==> config.mk <==
export PLATFORM = sky130hd
export DESIGN_NAME = bcd_cmp_seq_flat
export DESIGN_NICKNAME = d
export VERILOG_FILES = /design/src/rtl/bcd_cmp_seq_if.sv /design/src/rtl/bcd_cmp_seq.sv /design/src/flat_wrapper.sv
export SDC_FILE = /design/constraint.sdc
export NUM_CORES = 1
export LEC_CHECK = 0
export CAP_MARGIN = 25
export CORE_MARGIN = 3
export CORE_UTILIZATION = 35
export DETAILED_ROUTE_END_ITERATION = 10
export PLACE_DENSITY_LB_ADDON = 0.08
export SLEW_MARGIN = 20
export SYNTH_ARGS = -nofsm -noshare
export SYNTH_HDL_FRONTEND = slang
export SYNTH_SLANG_ARGS = --single-unit
export TNS_END_PERCENT = 30
==> constraint.sdc <==
create_clock -name clk -period 6.2 [get_ports clk]
set_clock_uncertainty 0.2 [all_clocks]
set_input_delay 1.24 -clock clk [delete_from_list [all_inputs] [get_ports clk]]
set_output_delay 1.24 -clock clk [all_outputs]
set_load 0.02 [all_outputs]
==> src/rtl/bcd_cmp_seq_if.sv <==
// Bus bundle for bcd_cmp_seq: operand/request inputs, status/result outputs,
// and a debug view of the controller state.
//
// Handshake: the master raises start with A/B/sign_a/sign_b stable; the slave
// accepts only while busy=0 (IDLE), captures the operands on that rising edge
// and raises busy.  The result flags are valid while done=1 (one cycle) and
// stay stable until the next accepted start.  start seen while busy=1 is
// ignored.
interface bcd_cmp_seq_if;
  logic        start;
  logic [11:0] A;
  logic        sign_a;
  logic [11:0] B;
  logic        sign_b;
  logic        busy;
  logic        done;
  logic        less;
  logic        equal;
  logic        greater;
  logic        invalid;
  logic [2:0]  dbg_state;

  modport master (
    output start, A, sign_a, B, sign_b,
    input  busy, done, less, equal, greater, invalid, dbg_state
  );

  modport slave (
    input  start, A, sign_a, B, sign_b,
    output busy, done, less, equal, greater, invalid, dbg_state
  );
endinterface

==> src/rtl/bcd_cmp_seq.sv <==
// Sequential signed 3-digit BCD comparator.  Signs (and digit validity) are
// resolved in one cycle; otherwise one BCD digit pair is compared per cycle,
// most significant first.  Zero is signless, and a digit-level decision is
// inverted when both operands are negative.
module bcd_cmp_seq (
  input  logic         clk,
  input  logic         rst,
  bcd_cmp_seq_if.slave bus
);

  localparam logic [2:0] S_IDLE = 3'd0;
  localparam logic [2:0] S_SIGN = 3'd1;
  localparam logic [2:0] S_DIG2 = 3'd2;
  localparam logic [2:0] S_DIG1 = 3'd3;
  localparam logic [2:0] S_DIG0 = 3'd4;
  localparam logic [2:0] S_DONE = 3'd5;

  logic [2:0]  state;
  logic [11:0] la;
  logic [11:0] lb;
  logic        lsa;
  logic        lsb;
  logic        less_r;
  logic        equal_r;
  logic        greater_r;
  logic        invalid_r;

  logic        any_bad;
  logic        a_zero;
  logic        b_zero;
  logic        invert;
  logic [3:0]  dig_a;
  logic [3:0]  dig_b;
  logic        dig_gt;

  // Operand classification on the latched values.
  always_comb begin
    any_bad = (la[11:8] > 4'd9) || (la[7:4] > 4'd9) || (la[3:0] > 4'd9) ||
              (lb[11:8] > 4'd9) || (lb[7:4] > 4'd9) || (lb[3:0] > 4'd9);
    a_zero  = (la == 12'h000);
    b_zero  = (lb == 12'h000);
    // Both negative: larger magnitude means smaller value.  When one of two
    // negatives is zero the inversion is still right (-0 > -n).
    invert  = lsa & lsb;
  end

  // Pick the digit pair that the current DIGn state examines.
  always_comb begin
    dig_a = la[11:8];
    dig_b = lb[11:8];
    case (state)
      S_DIG1: begin
        dig_a = la[7:4];
        dig_b = lb[7:4];
      end
      S_DIG0: begin
        dig_a = la[3:0];
        dig_b = lb[3:0];
      end
      default: begin
        dig_a = la[11:8];
        dig_b = lb[11:8];
      end
    endcase
    dig_gt = (dig_a > dig_b);
  end

  // Controller: operand capture, sign/validity resolution, digit walk.
  always_ff @(posedge clk or posedge rst) begin
    if (rst) begin
      state     <= S_IDLE;
      la        <= 12'h000;
      lb        <= 12'h000;
      lsa       <= 1'b0;
      lsb       <= 1'b0;
      less_r    <= 1'b0;
      equal_r   <= 1'b0;
      greater_r <= 1'b0;
      invalid_r <= 1'b0;
    end else begin
      case (state)
        S_IDLE: begin
          if (bus.start) begin
            la        <= bus.A;
            lb        <= bus.B;
            lsa       <= bus.sign_a;
            lsb       <= bus.sign_b;
            less_r    <= 1'b0;
            equal_r   <= 1'b0;
            greater_r <= 1'b0;
            invalid_r <= 1'b0;
            state     <= S_SIGN;
          end
        end
        S_SIGN: begin
          if (any_bad) begin
            invalid_r <= 1'b1;
            state     <= S_DONE;
          end else if ((lsa != lsb) && !(a_zero && b_zero)) begin
            // The positive operand wins, even against a "-000".
            greater_r <= ~lsa;
            less_r    <= lsa;
            state     <= S_DONE;
          end else begin
            state <= S_DIG2;
          end
        end
        S_DIG2, S_DIG1, S_DIG0: begin
          if (dig_a != dig_b) begin
            greater_r <= dig_gt ^ invert;
            less_r    <= ~(dig_gt ^ invert);
            state     <= S_DONE;
          end else if (state == S_DIG0) begin
            equal_r <= 1'b1;
            state   <= S_DONE;
          end else begin
            state <= state + 3'd1;
          end
        end
        S_DONE: begin
          state <= S_IDLE;
        end
        default: begin
          state <= S_IDLE;
        end
      endcase
    end
  end

  assign bus.busy      = (state != S_IDLE);
  assign bus.done      = (state == S_DONE);
  assign bus.less      = less_r;
  assign bus.equal     = equal_r;
  assign bus.greater   = greater_r;
  assign bus.invalid   = invalid_r;
  assign bus.dbg_state = state;

endmodule

==> src/flat_wrapper.sv <==
// flat-port wrapper written by rule: the top's interface ports become plain ports
module bcd_cmp_seq_flat 
  (clk, rst, bus_start, bus_A, bus_sign_a, bus_B, bus_sign_b, bus_busy, bus_done, bus_less, bus_equal, bus_greater, bus_invalid, bus_dbg_state);
  bcd_cmp_seq_if bus_i ();
  input  logic clk;
  input  logic rst;
  input wire logic [$bits(bus_i.start)-1:0] bus_start;
  input wire logic [$bits(bus_i.A)-1:0] bus_A;
  input wire logic [$bits(bus_i.sign_a)-1:0] bus_sign_a;
  input wire logic [$bits(bus_i.B)-1:0] bus_B;
  input wire logic [$bits(bus_i.sign_b)-1:0] bus_sign_b;
  output wire logic [$bits(bus_i.busy)-1:0] bus_busy;
  output wire logic [$bits(bus_i.done)-1:0] bus_done;
  output wire logic [$bits(bus_i.less)-1:0] bus_less;
  output wire logic [$bits(bus_i.equal)-1:0] bus_equal;
  output wire logic [$bits(bus_i.greater)-1:0] bus_greater;
  output wire logic [$bits(bus_i.invalid)-1:0] bus_invalid;
  output wire logic [$bits(bus_i.dbg_state)-1:0] bus_dbg_state;
  assign bus_i.start = bus_start;
  assign bus_i.A = bus_A;
  assign bus_i.sign_a = bus_sign_a;
  assign bus_i.B = bus_B;
  assign bus_i.sign_b = bus_sign_b;
  assign bus_busy = bus_i.busy;
  assign bus_done = bus_i.done;
  assign bus_less = bus_i.less;
  assign bus_equal = bus_i.equal;
  assign bus_greater = bus_i.greater;
  assign bus_invalid = bus_i.invalid;
  assign bus_dbg_state = bus_i.dbg_state;
  bcd_cmp_seq u_core (.clk(clk), .rst(rst), .bus(bus_i));
endmodule
==> flow_metrics.env <==
export IMPL_status="finished clean"
export IMPL_worstMarginPinSlew_ps=634
export IMPL_ctsResizeCount=0
export IMPL_synth_area_leaders="dfrtp_1, mux2_2, ha_1, nand2_1, a221o_1"
export IMPL_syn_nets=216
export IMPL_grt_util_met3_pct=4.31
export IMPL_fp_dieArea_um2=6300
export IMPL_cts_root_buf="clkbuf_8"
export IMPL_min_delay_start="u_core.bus.less"
export IMPL_syn_cell_area_um2=1880
export IMPL_fin_crit_ps=3900
export IMPL_synth_area_mux_share_pct=16.7
export IMPL_crit_path_frequent_cell="ha_1"
export IMPL_finalSetupViolCount=0
export IMPL_vias=1524
export IMPL_pin_count=38
export IMPL_synth_async_reset_ratio_pct=100
export IMPL_synth_top_area_share_pct=43.9
export IMPL_start_util_pct=36.6
export IMPL_synth_largest_area_cell="dfrtp_1"
export IMPL_cp_required_ps=6170
export IMPL_numCtsBuffers=5
export IMPL_slowest_stage="a21oi_2"
export IMPL_synth_top_family_by_area="multiplexers"
export IMPL_drc=0
export IMPL_first_global_vias=1557
export IMPL_hp_class="register to register"
export IMPL_antenna_cells=0
export IMPL_irDropWorstVdd_v=0.000176
export IMPL_met1_usage_pct=17.2
export IMPL_die_h_um=79.4
export IMPL_cp_endpoint="u_core.bus.less"
export IMPL_grt_pass1_wl_mm=7.33
export IMPL_drive_gt1_share_pct=19.4
export IMPL_worst_setup_path_start_kind="register"
export IMPL_coreArea_um2=5140
export IMPL_cts_tree="yes"
export IMPL_ant_nets=0
export IMPL_fp_row_count=26
export IMPL_synthCells=177
export IMPL_grt_util_all_layers_pct=14.9
export IMPL_startpoint="u_core.bus.dbg_state[0]"
export IMPL_die_x_um=79.4
export IMPL_yosysUniqueCellTypes=39
export IMPL_yosysWarnings=0
export IMPL_slowest_delay_ps=550
export IMPL_max_freq_mhz=256
export IMPL_path_cells="inv_1 > ha_1 > and2_1 > a21oi_2 > nor2_1 > a221o_1 > ha_1 > nor2b_1 > o211ai_1 > or3_1 > a32o_1 > mux2_2"
export IMPL_clockBufferDepth=2
export IMPL_h_tree_depth=2
export IMPL_fin_crit_sh_pct=62.9
export IMPL_finalMaxSlewViolations=0
export IMPL_cts_sinks=33
export IMPL_endpoint_kind="register"
export IMPL_dpl_worst_slack_ps=2330
export IMPL_dr_pass1_iters=4
export IMPL_worstHoldPathCells=1
export IMPL_ctsHoldBuffers=0
export IMPL_p_leak_nw=0.994
export IMPL_path_max_fanout=16
export IMPL_rrSetupSlack_ps=2300
export IMPL_synthXorXnorAreaFrac_pct=0
export IMPL_crit_type="register to register"
export IMPL_hold_worst_slack_ps=309
export IMPL_yosys_area_share_simple_pct=14.2
export IMPL_clk_latency_ps=280
export IMPL_synth_common_cells="dfrtp_1, mux2_2, nand2_1, ha_1, nor2_1"
export IMPL_gr_usage_met2_pct=25.9
export IMPL_synth_compound_area_share_pct=15.5
export IMPL_drt_initial_drc_count=62
export IMPL_portBuffers=37
export IMPL_num_fill_cells=518
export IMPL_synth_ff_type="dfrtp_1"
export IMPL_r2r_end="u_core.bus.less"
export IMPL_vias_per_cell=5.31
export IMPL_cts_setup_buffers=0
export IMPL_layout_nets=255
export IMPL_grt_overflow=0
export IMPL_cap_violations=0
export IMPL_busiest_layer="met2"
export IMPL_worstPathArrival_ps=3870
export IMPL_rsz0062_at_grt="false"
export IMPL_p_per_area_nw_per_um2=545
export IMPL_grt_max_degree=34
export IMPL_hold_viol=0
export IMPL_wl_mm=4.40
export IMPL_yosysMostFrequentCell="dfrtp_1"
export IMPL_synth_seq_area_share_pct=43.9
export IMPL_area_growth_pct=29.1
export IMPL_clkSlewWorstSetupHoldPaths_ps=70
export IMPL_dpl_hpwl_mm=3.41
export IMPL_avgSynthCellArea_um2=10.6
export IMPL_wl_per_cell_um=15.3
export IMPL_rr_worst_depth=12
export IMPL_worstReg2RegStart="u_core.bus.dbg_state[0]"
export IMPL_max_slew_margin_rel_pct=57.7
export IMPL_ys_seq_elements=33
export IMPL_gp_congestion=0.932
export IMPL_synth_edf_count=0
export IMPL_fin_tns_setup_ps=0
export IMPL_synthAdderAreaFrac_pct=6.64
export IMPL_setup_slack_ps=2300
export IMPL_antenna_found_initial=0
-- critical path, delay by kind of cell, from the launching register on --
kind	cells	cell delay, ps
AO/OA/AOI/OAI	4	1240
adder cells (fa/ha/maj)	2	610
buffers and inverters	1	100
flip-flops	1	440
multiplexers	1	250
AND/OR/NAND/NOR	4	940
-- layer usage --
| layer | part of all wire [%] | routed length [um] |
|---|---|---|
| met5 | 0 | 0 |
| met4 | 2.2 | 95 |
| met3 | 4.4 | 192 |
| met2 | 51 | 2260 |
| met1 | 42 | 1860 |
-- power by group --
part	internal (mW)	total (mW)	switching [mW]	leakage, nW
clock network	0.131	0.208	0.0772	0.0585
logic	0.345	0.678	0.333	0.540
registers	0.324	0.440	0.116	0.396
-- stage by stage --
step	total power, mW	std cells	util [%]	area, um2
2_1_floorplan	0.925	177	-	1880
3_3_place_gp	1.09	279	45.0	2310
3_5_place_dp	1.12	279	45.0	2310
4_1_cts	1.34	287	47.3	2430
5_1_grt	1.43	287	47.3	2430
6_report	1.33	287	47.3	2430
-- layout make-up --
type,count,area [um2],area share [%]
Inverter,6,22.5,0.926
Multi-Input combinational cell,132,1000,41.2
Clock buffer,7,86.3,3.55
Tap cell,70,87.6,3.60
Timing Repair Buffer,38,378,15.5
Clock inverter,1,30.0,1.24
Sequential cell,33,826,34.0
-- cell families (layout without fill, tap and decap cells) --
| group | count (synthesis) | in the layout |
|---|---|---|
| and+or+nand+nor | 54 | 54 |
| adders and majority gates | 10 | 10 |
| DFF | 33 | 33 |
| muxes | 28 | 28 |
| AOI/OAI and AO/OA | 40 | 40 |
| buffers and inverters | 12 | 52 |
-- registers in the layout (all words and copies together), names as in the netlist --
name / flops
u_core.bus.greater: 1
u_core.bus.invalid: 1
u_core.la: 12
u_core.lb: 12
u_core.lsb: 1
u_core.bus.equal: 1
u_core.lsa: 1
u_core.bus.dbg_state: 3
u_core.bus.less: 1
-- how the worst min path moves through the flow --
stage,end
final,u_core.bus.less
after global routing,u_core.bus.less
after CTS,u_core.bus.less
after detailed placement,u_core.bus.less
after global placement,u_core.bus.greater
after floorplan,u_core.lsb
-- layout by cell type (no fill, tap or decap), types with 2 or more instances in the layout --
cell type / instances
a21oi_1: 4
o21ai_0: 9
clkbuf_8: 6
ha_1: 10
a221o_1: 5
nor3_1: 3
nor2_1: 10
mux2_2: 28
a221oi_1: 4
nor4_1: 6
nor2b_1: 2
o22ai_1: 3
nand2_1: 22
and2_1: 2
inv_1: 5
a21o_1: 4
clkdlybuf4s50_1: 37
nand4_1: 2
dfrtp_1: 33
(Power assumes the default switching activity.)
